[src/rtl/fetch_pkg.sv]
// Shared definitions for the instruction fetch sequencer and its decode helper.
// Holds the FSM state encodings, the redirect classification, MIPS opcode and
// funct values, the PC source select codes, and a helper that decides whether
// a finished instruction needs a PC redirect.
package fetch_pkg;

  // FSM states. The numeric values also appear on the debug state output.
  typedef enum logic [2:0] {
    S_IDLE     = 3'd0,
    S_FETCH    = 3'd1,
    S_LOAD     = 3'd2,
    S_DECODE   = 3'd3,
    S_EXEC     = 3'd4,
    S_REDIRECT = 3'd5,
    S_BOUNDARY = 3'd6,
    S_INTR     = 3'd7
  } state_t;

  // Kinds of PC redirect an instruction can request once it has executed.
  typedef enum logic [1:0] {
    RK_NONE   = 2'd0,
    RK_JUMP   = 2'd1,
    RK_BRANCH = 2'd2,
    RK_JR     = 2'd3
  } redir_kind_t;

  localparam logic [5:0] OP_RTYPE = 6'b000000;
  localparam logic [5:0] OP_J     = 6'b000010;
  localparam logic [5:0] OP_JAL   = 6'b000011;
  localparam logic [5:0] OP_BEQ   = 6'b000100;
  localparam logic [5:0] OP_BNE   = 6'b000101;

  localparam logic [5:0] FN_JR    = 6'b001000;
  localparam logic [5:0] FN_BREAK = 6'b001101;

  localparam logic [1:0] SEL_IN   = 2'b00;
  localparam logic [1:0] SEL_JMP  = 2'b01;
  localparam logic [1:0] SEL_BR   = 2'b10;
  localparam logic [1:0] SEL_HOLD = 2'b11;

  // Jumps and jr always redirect; a branch redirects only when its condition
  // was true in the cycle execute reported completion.
  function automatic logic takes_redirect(input redir_kind_t kind, input logic taken);
    case (kind)
      RK_JUMP, RK_JR: return 1'b1;
      RK_BRANCH:      return taken;
      default:        return 1'b0;
    endcase
  endfunction

endpackage

[src/rtl/fetch_decode.sv]
// Combinational classifier for the instruction held in the IR.
// Ports:
//   ir          : instruction word from the Instruction Unit IR
//   redir_kind  : which PC redirect this instruction will request
//   pc_sel      : PC source to use if the redirect is taken (hold otherwise)
//   is_break    : instruction is BREAK
module fetch_decode
  import fetch_pkg::*;
(
  input  logic [31:0] ir,
  output redir_kind_t redir_kind,
  output logic [1:0]  pc_sel,
  output logic        is_break
);

  logic [5:0] opcode;
  logic [5:0] funct;
  logic       unused_ir;

  assign opcode    = ir[31:26];
  assign funct     = ir[5:0];
  assign unused_ir = ^ir[25:6];

  // Only the opcode and, for R-type, the funct field matter here. Anything
  // that is not a control-flow instruction keeps the PC source at hold so a
  // stray load enable could never move the PC.
  always_comb begin
    redir_kind = RK_NONE;
    pc_sel     = SEL_HOLD;
    is_break   = 1'b0;
    case (opcode)
      OP_J, OP_JAL: begin
        redir_kind = RK_JUMP;
        pc_sel     = SEL_JMP;
      end
      OP_BEQ, OP_BNE: begin
        redir_kind = RK_BRANCH;
        pc_sel     = SEL_BR;
      end
      OP_RTYPE: begin
        if (funct == FN_JR) begin
          redir_kind = RK_JR;
          pc_sel     = SEL_IN;
        end else if (funct == FN_BREAK) begin
          is_break = 1'b1;
        end
      end
      default: ;
    endcase
  end

endmodule

[src/rtl/fetch_sequencer.sv]
// Control FSM driving the Instruction Unit: fetches each instruction from the
// synchronous ROM, loads it into the IR while stepping the PC, hands it to the
// execute datapath, then applies any PC redirect and services interrupts at
// the instruction boundary.
// Ports:
//   clk, reset          : clock and asynchronous active-low reset
//   run                 : level, keep fetching/executing while high
//   ir                  : current IR contents
//   ex_done, br_taken   : execute completion pulse and branch outcome
//   int_req             : level interrupt request
//   pc_ld, pc_inc       : PC load / PC+4 enables (never both)
//   pc_sel              : PC source select during a load
//   im_cs, im_rd        : ROM chip select and read
//   ir_ld               : IR load enable
//   ex_start            : one-cycle execute start pulse
//   int_ack             : one-cycle pulse when the interrupt vector loads
//   halted              : BREAK has executed; cleared only by reset
//   state               : current state encoding, for debug
module fetch_sequencer
  import fetch_pkg::*;
#(
  parameter int MEM_WAIT = 0,
  parameter int CW       = 4
) (
  input  logic        clk,
  input  logic        reset,
  input  logic        run,
  input  logic [31:0] ir,
  input  logic        ex_done,
  input  logic        br_taken,
  input  logic        int_req,
  output logic        pc_ld,
  output logic        pc_inc,
  output logic [1:0]  pc_sel,
  output logic        im_cs,
  output logic        im_rd,
  output logic        ir_ld,
  output logic        ex_start,
  output logic        int_ack,
  output logic        halted,
  output logic [2:0]  state
);

  localparam logic [CW-1:0] WAIT_LAST = CW'(MEM_WAIT);
  localparam logic [CW-1:0] WAIT_ONE  = CW'(1);

  state_t      state_q, state_d;
  logic [CW-1:0] wait_q, wait_d;
  redir_kind_t kind_q, kind_d;
  logic [1:0]  sel_q, sel_d;
  logic        brk_q, brk_d;
  logic        halted_q, halted_d;

  redir_kind_t dec_kind;
  logic [1:0]  dec_sel;
  logic        dec_break;

  fetch_decode u_decode (
    .ir         (ir),
    .redir_kind (dec_kind),
    .pc_sel     (dec_sel),
    .is_break   (dec_break)
  );

  // State register plus the pending-redirect record captured in DECODE.
  // Reset drops everything back to IDLE at once, even in the middle of a
  // ROM access, and is the only way to leave the halted condition.
  always_ff @(posedge clk or negedge reset) begin
    if (!reset) begin
      state_q  <= S_IDLE;
      wait_q   <= '0;
      kind_q   <= RK_NONE;
      sel_q    <= SEL_IN;
      brk_q    <= 1'b0;
      halted_q <= 1'b0;
    end else begin
      state_q  <= state_d;
      wait_q   <= wait_d;
      kind_q   <= kind_d;
      sel_q    <= sel_d;
      brk_q    <= brk_d;
      halted_q <= halted_d;
    end
  end

  // Next-state logic. The wait counter only advances inside FETCH and is
  // zero on every other cycle, so each fetch starts counting from scratch.
  // The redirect kind is latched in DECODE because the IR may not be stable
  // for the whole execute phase. Interrupts are only considered at BOUNDARY,
  // which is after any redirect has already been applied.
  always_comb begin
    state_d  = state_q;
    wait_d   = '0;
    kind_d   = kind_q;
    sel_d    = sel_q;
    brk_d    = brk_q;
    halted_d = halted_q;
    case (state_q)
      S_IDLE: begin
        if (run && !halted_q) state_d = S_FETCH;
      end
      S_FETCH: begin
        if (wait_q == WAIT_LAST) state_d = S_LOAD;
        else                     wait_d  = wait_q + WAIT_ONE;
      end
      S_LOAD: begin
        state_d = S_DECODE;
      end
      S_DECODE: begin
        kind_d  = dec_kind;
        sel_d   = dec_sel;
        brk_d   = dec_break;
        state_d = S_EXEC;
      end
      S_EXEC: begin
        if (ex_done) begin
          if (brk_q) begin
            halted_d = 1'b1;
            state_d  = S_IDLE;
          end else if (takes_redirect(kind_q, br_taken)) begin
            state_d = S_REDIRECT;
          end else begin
            state_d = S_BOUNDARY;
          end
        end
      end
      S_REDIRECT: begin
        state_d = S_BOUNDARY;
      end
      S_BOUNDARY: begin
        if (int_req)  state_d = S_INTR;
        else if (run) state_d = S_FETCH;
        else          state_d = S_IDLE;
      end
      S_INTR: begin
        state_d = run ? S_FETCH : S_IDLE;
      end
      default: state_d = S_IDLE;
    endcase
  end

  // Moore output decode. LOAD is the only state that steps the PC and the
  // only state that loads the IR; REDIRECT and INTR are the only states that
  // load the PC, so pc_inc and pc_ld can never overlap.
  always_comb begin
    pc_ld    = 1'b0;
    pc_inc   = 1'b0;
    pc_sel   = SEL_IN;
    im_cs    = 1'b0;
    im_rd    = 1'b0;
    ir_ld    = 1'b0;
    ex_start = 1'b0;
    int_ack  = 1'b0;
    case (state_q)
      S_FETCH: begin
        im_cs = 1'b1;
        im_rd = 1'b1;
      end
      S_LOAD: begin
        im_cs  = 1'b1;
        im_rd  = 1'b1;
        ir_ld  = 1'b1;
        pc_inc = 1'b1;
      end
      S_DECODE: begin
        ex_start = 1'b1;
      end
      S_REDIRECT: begin
        pc_ld  = 1'b1;
        pc_sel = sel_q;
      end
      S_INTR: begin
        pc_ld   = 1'b1;
        pc_sel  = SEL_IN;
        int_ack = 1'b1;
      end
      default: ;
    endcase
  end

  assign halted = halted_q;
  assign state  = state_q;

endmodule

[config.mk]
export PLATFORM = sky130hd
export DESIGN_NAME = fetch_sequencer
export DESIGN_NICKNAME = d
export VERILOG_FILES = /design/src/rtl/fetch_pkg.sv /design/src/rtl/fetch_decode.sv /design/src/rtl/fetch_sequencer.sv
export SDC_FILE = /design/constraint.sdc
export NUM_CORES = 1
export LEC_CHECK = 0
export BUFFER_PORTS_ARGS = -buffer_cell sky130_fd_sc_hd__buf_4
export CAP_MARGIN = 20
export CORE_MARGIN = 2
export CORE_UTILIZATION = 35
export DETAILED_ROUTE_END_ITERATION = 6
export PLACE_DENSITY_LB_ADDON = 0.3
export SLEW_MARGIN = 10
export SYNTH_ARGS = -nofsm -noshare
export SYNTH_HDL_FRONTEND = slang
export SYNTH_SLANG_ARGS = --single-unit
[constraint.sdc]
create_clock -name clk -period 1.88 [get_ports clk]
set_clock_uncertainty 0.2 [all_clocks]
set_input_delay 0.188 -clock clk [delete_from_list [all_inputs] [get_ports clk]]
set_output_delay 0.188 -clock clk [all_outputs]
set_load 0.005 [all_outputs]
==> impl_metrics.yaml <==
outcome:
  status: "complete, no violations"
floorplanning:
  boundaryPins: 51
  die_height_um: 51
  start_util_pct: 36.0
  die_width_um: 51
  core_region_area_mm2: 0.00215
  rows: 17
  die_area_mm2: 0.00260
logic_synthesis:
  synth_area_per_cell_um2: 9.43
  yosys.cell_count.top_type: "dfrtp_1"
  synth_seq_cells: 13
  yosys.area_share.simple_pct: 24.4
  synth_edf_count: 0
  yosys.area_share.adder_pct: 3.24
  syn_area_um2: 773
  synthXorXnorAreaFrac_pct: 3.40
  yosysUniqueCellTypes: 39
  syn_inst: 82
  syn-num-nets: 122
  async_reset_ff_share_pct: 100
  ys_seq_area_share_pct: 42.1
  yosysWarnings: 0
  synth_compound_area_share_pct: 19.4
  yosys.area.top_type_share_pct: 42.1
  ys.flop_type: "dfrtp_1"
  yosysTopAreaCell: "dfrtp_1"
  synthTopCellsByArea: "dfrtp_1 42%, inv_1 3.9%, nor3b_1 3.9%"
  synth.area.mux_share_pct: 0
  yosys-top-cells-count: "13 x dfrtp_1, 8 x inv_1, 5 x nor2_1"
  synth_top_family_by_area: "simple AND/OR/NAND/NOR gates"
worst_hold_path:
  hold_path.class: "in -> reg"
  worstHoldStart: "ir[0]"
timing:
  layout_setup_ws_ps: 114
  post-route-period-util_pct: 93.9
  slew_headroom_pct: 71.4
  setup_tns_ps: 0
  hold_viol: 0
  min_period_ps: 1770
  slew_violations: 0
  worst_slew_pin_slew_ps: 425
  setup_viol: 0
  rsz0062_at_grt: "false"
  fmaxAchievable_ghz: 0.566
grt:
  antenna_found_initial: 0
  grt_usage_pct: 14.8
  grt_max_degree: 15
  grt_pass1_wl_mm: 2.84
  globalRouteOverflowTotal: 0
  grt_pass1_vias: 696
worst_setup_path:
  reg2reg_from: "state[2]"
  start_kind: "flip-flop"
  startpoint: "state[0]"
  critPathCaptureType: "primary output"
  crit_required_ps: 1490
  arrival_ps: 1380
  critPathMaxFanout: 7
  crit_type: "reg -> out"
clock_network:
  cts_tree: "yes"
  clk_pin_slew_ps: 80
  cts.sinks: 13
  hold_buffers: 3
  cts.repair.resized: 0
  cts_setup_buffers: 0
  cts_buffers: 3
  clk_latency_ps: 270
  clk_path_buf_depth: 2
  clockRootBuffer: "clkbuf_4"
  htree_num_levels: 1
power_and_ir_drop:
  powerDensity_mw_per_mm2: 1160
  p_leak_nw: 0.520
  sw_frac_of_total_pct: 35.1
  max-vdd-ir-drop_mv: 0.620
  comb_power_share_pct: 53.4
  switching_power_mw: 0.441
  internal-power_mw: 0.814
  pwr-share-seq_pct: 33.2
  clkPwrFrac_pct: 13.4
cells_and_area:
  multi_input_area_um2: 390
  layout-drive-gt1-share_pct: 35.0
  nFillCells: 214
  final_nets: 158
  diodes: 0
  regArea_um2: 325
  area_growth_pct: 40.3
placement:
  pre_cts_ws_ps: 275
  port_buffers: 30
  gp_congestion: 0.757
  hpwl_mm: 1.36
routing:
  first_pass_iters: 4
  via_count: 712
  ant_nets: 0
  drtIter0Drc: 5
  post-route-drc-count: 0
  drt_wl_total_mm: 1.71
  routed_via_density: 4.91
  wire_per_inst_um: 11.8
run:
  drv_cap: 0
-- through the flow --
stage	hold slack [ps]	instances	utilization, %	instance area (µm²)	power (mW)
after floorplan	-308	82	-	773	0.817
after global placement	-159	138	47.9	1030	1.08
after detailed placement	-156	138	47.9	1030	1.10
after CTS	3.23	145	50.5	1080	1.28
after global routing	14.2	145	50.5	1080	1.38
final	20.3	145	50.5	1080	1.26
-- flip-flops by register name (all words and copies together) (netlist names) --
| name | cells |
|---|---|
| halted | 1 |
| sel_q | 2 |
| brk_q | 1 |
| kind_q | 2 |
| state | 3 |
| wait_q | 4 |
-- final timing paths --
path / cells past startpoint / slack, ps / end
max: 4 / 110 / im_rd
min: 3 / 20 / brk_q
max reg2reg: 3 / 260 / brk_q
min reg2reg: 1 / 290 / wait_q[0]
max in group asynchronous: 2 / 1230 / kind_q[0]
min in group asynchronous: 2 / 90 / state[2]
-- logic make-up (layout without fill, tap and decap cells) --
logic type      after synthesis  in the layout
compound gates               20             20
buf+inv                      13             48
flops                        13             13
xor+xnor                      3              3
fa+ha+maj                     2              2
simple gates                 31             31
-- area by class of cell --
cell class	count	share of cell area (%)
Multi-Input combinational cell	56	36.0
Timing Repair Buffer	36	25.6
Sequential cell	13	30.0
Clock buffer	4	2.42
Tap cell	28	3.23
Inverter	8	2.77
-- placed cells by master, fill, tap and decap left out, types with 2 or more instances in the layout --
cell type and count:
dlygate4sd3_1 3, nand2_1 3, ha_1 2, nor2_1 5, clkbuf_4 3, nor3b_1 4, and2_1 3, nand2b_1 2
and3_1 2, o21ai_0 3, xnor2_1 3, nor4b_1 2, inv_1 8, dfrtp_1 13, a21oi_1 4, buf_4 33
-- power by group through the flow --
stage,Clock [mW],Sequential [mW],Combinational [mW]
final,0.168,0.417,0.670
after global routing,0.200,0.429,0.750
after CTS,0.181,0.419,0.678
after detailed placement,0,0.425,0.671
after global placement,0,0.421,0.662
after floorplan,0,0.419,0.398
-- critical path, cell delays in order (launching register included) --
cell and delay [ps]:
dfrtp_1 390, buf_4 160, or2b_1 240, a21oi_1 190
buf_4 140
-- metal layers --
metal  vias to the layer above  part of all wire [%]  global-route usage (%)
li1                        361                     -                       -
met1                       326                    43                    16.6
met2                        23                    51                    26.2
met3                         2                   4.7                    1.75
met4                         0                   1.1                    9.46
met5                         -                     0                       0
Power figures use the tool's default switching activity.
